[config.mk]
export PLATFORM = sky130hd
export DESIGN_NAME = img_pix_source
export DESIGN_NICKNAME = d
export VERILOG_FILES = /design/src/rtl/img_pix_source.sv
export SDC_FILE = /design/constraint.sdc
export NUM_CORES = 1
export LEC_CHECK = 0
export BUFFER_PORTS_ARGS = -buffer_cell sky130_fd_sc_hd__buf_4
export CORE_ASPECT_RATIO = 0.75
export CORE_MARGIN = 2
export CORE_UTILIZATION = 54
export CTS_BUF_LIST = sky130_fd_sc_hd__clkbuf_2 sky130_fd_sc_hd__clkbuf_4 sky130_fd_sc_hd__clkbuf_8
export DETAILED_ROUTE_END_ITERATION = 10
export HOLD_SLACK_MARGIN = 0.1
export PLACE_DENSITY = 0.93
export SYNTH_ARGS = -nofsm -noshare
export SYNTH_HDL_FRONTEND = slang
export SYNTH_SLANG_ARGS = --single-unit
[constraint.sdc]
create_clock -name clk_clk -period 2.5 [get_ports clk_clk]
set_input_delay 0.5 -clock clk_clk [delete_from_list [all_inputs] [get_ports clk_clk]]
set_output_delay 0.5 -clock clk_clk [all_outputs]
set_load 0.01 [all_outputs]
[src/rtl/img_pix_source.sv]
// Fabric-side pixel producer: serves one frame-buffer pixel per get_next_pix
// request over a 4-phase level handshake and flags img_done after the last pixel.
module img_pix_source #(
  parameter int IMG_W     = 320,
  parameter int IMG_H     = 240,
  parameter int ADDR_W    = 17,
  parameter int BASE_ADDR = 0,
  parameter int RD_LAT    = 2
) (
  input  logic              clk_clk,
  input  logic              reset_reset,
  input  logic              start,
  input  logic              cpu_rdy,
  input  logic              get_next_pix,
  output logic              pix_rdy,
  output logic [23:0]       pixel_data,
  output logic              img_done,
  output logic              mem_rd_en,
  output logic [ADDR_W-1:0] mem_addr,
  input  logic [23:0]       mem_rd_data,
  output logic              busy,
  output logic [ADDR_W-1:0] pix_count
);

  localparam int NUM_PIX = IMG_W * IMG_H;
  localparam int LAT_W   = (RD_LAT > 1) ? $clog2(RD_LAT) : 1;

  typedef enum logic [2:0] {IDLE, WAIT_REQ, FETCH, LAT, HOLD, DONE} state_t;

  state_t             state;
  logic               req_q;
  logic [ADDR_W-1:0]  count;
  logic [LAT_W-1:0]   lat_cnt;
  logic               in_frame;

  assign in_frame = (state == WAIT_REQ) || (state == FETCH) ||
                    (state == LAT) || (state == HOLD);

  always_ff @(posedge clk_clk or posedge reset_reset) begin
    if (reset_reset) begin
      state      <= IDLE;
      req_q      <= 1'b0;
      count      <= '0;
      lat_cnt    <= '0;
      pix_rdy    <= 1'b0;
      pixel_data <= '0;
      img_done   <= 1'b0;
      mem_rd_en  <= 1'b0;
      mem_addr   <= '0;
    end else begin
      req_q     <= get_next_pix;
      mem_rd_en <= 1'b0;
      // Losing the reader mid-frame wins over any handshake progress.
      if (in_frame && !cpu_rdy) begin
        state   <= IDLE;
        pix_rdy <= 1'b0;
        count   <= '0;
      end else begin
        case (state)
          IDLE: begin
            if (start && cpu_rdy) begin
              state <= WAIT_REQ;
              count <= '0;
            end
          end
          WAIT_REQ: begin
            if (get_next_pix && !req_q) begin
              state     <= FETCH;
              mem_rd_en <= 1'b1;
              mem_addr  <= ADDR_W'(BASE_ADDR) + count;
            end
          end
          FETCH: begin
            state   <= LAT;
            lat_cnt <= '0;
          end
          LAT: begin
            if (lat_cnt == LAT_W'(RD_LAT - 1)) begin
              pixel_data <= mem_rd_data;
              pix_rdy    <= 1'b1;
              state      <= HOLD;
            end else begin
              lat_cnt <= lat_cnt + 1'b1;
            end
          end
          HOLD: begin
            if (!get_next_pix) begin
              pix_rdy <= 1'b0;
              count   <= count + 1'b1;
              if (count == ADDR_W'(NUM_PIX - 1)) begin
                state    <= DONE;
                img_done <= 1'b1;
              end else begin
                state <= WAIT_REQ;
              end
            end
          end
          DONE: begin
            if (start && cpu_rdy) begin
              state    <= WAIT_REQ;
              count    <= '0;
              img_done <= 1'b0;
            end else if (!cpu_rdy) begin
              state    <= IDLE;
              img_done <= 1'b0;
            end
          end
          default: state <= IDLE;
        endcase
      end
    end
  end

  always_comb begin
    busy = (state != IDLE) && (state != DONE);
  end

  assign pix_count = count;

endmodule

==> flow_summary.json <==
{
  "yosys-top-cells-count": "dfrtp_1, mux2_2, a22o_1, nand2_1",
  "leakagePower_nw": 1.96,
  "timing.final.crit_share": 0.890,
  "timing.max_cap.violations": 0,
  "clock_latency_ns": 0.36,
  "routabilityCongestion": 0.911,
  "core-area_um2": 5770,
  "fmax_mhz": 449,
  "yosys_register_bits": 66,
  "initial_core_util": 0.557,
  "numPortBuffers": 90,
  "vias": 2769,
  "cts_buffers": 9,
  "cts_tree": "built",
  "intPower_mw": 2.48,
  "synth_most_common_cell": "dfrtp_1",
  "outcome": "complete, no violations",
  "setup_viol": 0,
  "fin_hold_ws_ns": 0.231,
  "peakVddDrop_uv": 611,
  "cts_resized": 0,
  "max_slew.worst_pin.slew_ns": 0.651,
  "critical_path.endpoint_type": "flop",
  "syn2layout_area_growth_pct": 28.6,
  "hold_buffers": 0,
  "pre_cts_ws_ns": 0.362,
  "hold_violations": 0,
  "fin_skew_ns": 0.0126,
  "synth_top_cell_area_share": 0.515,
  "die_w_um": 93.0,
  "layout-drive-gt1-share": 0.435,
  "synth-edff-count": 0,
  "grt-ovfl-total": 0,
  "via_per_inst": 6.21,
  "seqPwrFrac": 0.402,
  "drt_drc_violations_left": 0,
  "p_per_area_nw_per_um2": 912,
  "grt_pass1_vias": 2782,
  "htreeDepth": 3,
  "drtAntennaViolNets": 0,
  "firstDrtPassIters": 5,
  "slew_headroom": 0.566,
  "final_nets": 393,
  "cts.path.max_buffers": 2,
  "die_area_um2": 6580,
  "routed_wl_mm": 8.36,
  "hpwl_mm": 5.74,
  "min_path_type": "in -> async",
  "syn_nets": 306,
  "swShare": 0.341,
  "clkPwrFrac": 0.243,
  "ioPinCount": 91,
  "antenna_cells": 0,
  "async_flop_share": 1.00,
  "cp.arrival_ns": 2.52,
  "drt_iter0_drc": 460,
  "grt_pass1_wl_mm": 13.9,
  "yosysWarningCount": 0,
  "synth_area_per_cell_um2": 11.6,
  "fill_cells": 413,
  "grt_max_degree": 40,
  "clockRootBuffer": "clkbuf_8",
  "synth.distinct_cells": 50,
  "drv_slew": 0,
  "power_frac_comb": 0.355,
  "grt_antenna_before_repair": 0,
  "cts_setup_buffers": 0,
  "syn_inst": 276,
  "yosys_most_used_dff": "dfrtp_1",
  "syn_area_um2": 3210,
  "grt.total_usage": 0.272,
  "clkSinkCount": 66,
  "finalPower_mw": 3.76,
  "rows": 24,
  "finalWorstSetupSlack_ns": 0.275,
  "critPathLaunchType": "flop",
  "critical_path_class": "reg -> reg",
  "final.setup.tns_ns": 0,
  "p_switching_mw": 1.28,
  "ys_seq_area_frac": 0.515,
  "synth.top_cells.by_area": "dfrtp_1, mux2_2, a22o_1",
  "synth_top_cell_by_area": "dfrtp_1",
  "routedWlPerCell_um": 18.7,
  "die_height_um": 70.8,
  "fin_crit_ns": 2.22,
  "crit_required_ns": 2.79,
  "rsz0062_at_grt": "false",
  "clkTransAtPathRegs_ns": 0.07,
  "cp_max_fo": 23
}
## state kept, by name, indices dropped and copies added, names as in the netlist
signal and flops:
mem_rd_en 1, pix_count 17, pix_rdy 1, mem_addr 17, req_q 1, img_done 1
lat_cnt 1, state 3, pixel_data 24
## kinds of logic (layout without fill, tap and decap cells)
group / Yosys count / count (layout) / synth area share
mux: 41 / 41 / 0.144
xor+xnor: 1 / 1 / 0.00273
flops: 66 / 66 / 0.515
buf+inv: 29 / 121 / 0.0507
compound gates: 60 / 60 / 0.145
simple gates: 78 / 78 / 0.140
fa+ha+maj: 1 / 1 / 0.00390
## critical path, stage by stage (launching register included)
cell,delay (ns)
dfrtp_1,0.76
a21oi_1,0.19
or3_1,0.61
a21oi_4,0.40
a22o_1,0.20
## path summary, 6_finish.rpt
kind	endpoint	start	slack (ns)	depth (start not counted)
max	pix_count[10]	state[2]	0.28	4
min	pixel_data[14]	reset_reset	0.23	2
max reg2reg	pix_count[10]	state[2]	0.28	4
min reg2reg	mem_addr[7]	mem_addr[7]	0.51	1
max in group asynchronous	pix_count[5]	reset_reset	1.65	3
min in group clk_clk	req_q	get_next_pix	0.32	1
## cell usage in the layout (no fill, tap or decap), types with 2 or more instances in the layout
cell        synthesis  routed
buf_4               0      94
dfrtp_1            66      66
mux2_2             41      41
nand2_1            14      14
a22o_1             14      14
nor2_1             11      11
o22ai_1            11      11
nor4_1             11      11
clkbuf_8            0      10
inv_1               9       8
a21oi_1             8       8
nand3_1             7       7
nor3_1              7       7
o21ai_0             6       6
nor2b_1             4       4
nor4bb_1            4       4
nand4_1             3       3
or4_1               3       3
clkinvlp_4          0       3
or3_1               2       2
and3_1              2       2
o21a_1              2       2
o22a_1              2       2
o211ai_1            2       2
a22oi_1             2       2
buf_12              0       2
## power by group through the flow
stage / logic (mW) / clock network [mW] / registers [mW]
final: 1.33 / 0.914 / 1.51
after CTS: 1.33 / 0.930 / 1.51
after floorplan: 0.740 / 0 / 1.57
after global routing: 1.43 / 0.986 / 1.55
after detailed placement: 1.33 / 0 / 1.53
after global placement: 1.27 / 0 / 1.51
## metrics by stage
step | cell area [µm²] | std cells | utilization
2_1_floorplan | 3210 | 276 | -
3_3_place_gp | 3920 | 430 | 0.681
3_5_place_dp | 3920 | 430 | 0.681
4_1_cts | 4130 | 446 | 0.716
5_1_grt | 4130 | 446 | 0.716
6_report | 4130 | 446 | 0.716
## metal layers
layer	routed length [µm]	vias up	part of all wire	GRT usage
li1	-	1216	-	-
met1	3330	1315	0.40	0.372
met2	3950	203	0.47	0.407
met3	828	35	0.099	0.0863
met4	259	0	0.031	0.111
met5	0	-	0	0
## area by class of cell
type,instances,area [µm²],area share
Clock buffer,10,138,0.0333
Clock inverter,6,66.3,0.0161
Inverter,9,33.8,0.00818
Multi-Input combinational cell,181,1400,0.338
Sequential cell,66,1650,0.400
Tap cell,78,97.6,0.0236
Timing Repair Buffer,96,746,0.181
Note: power is estimated with default switching activity, not from simulation.
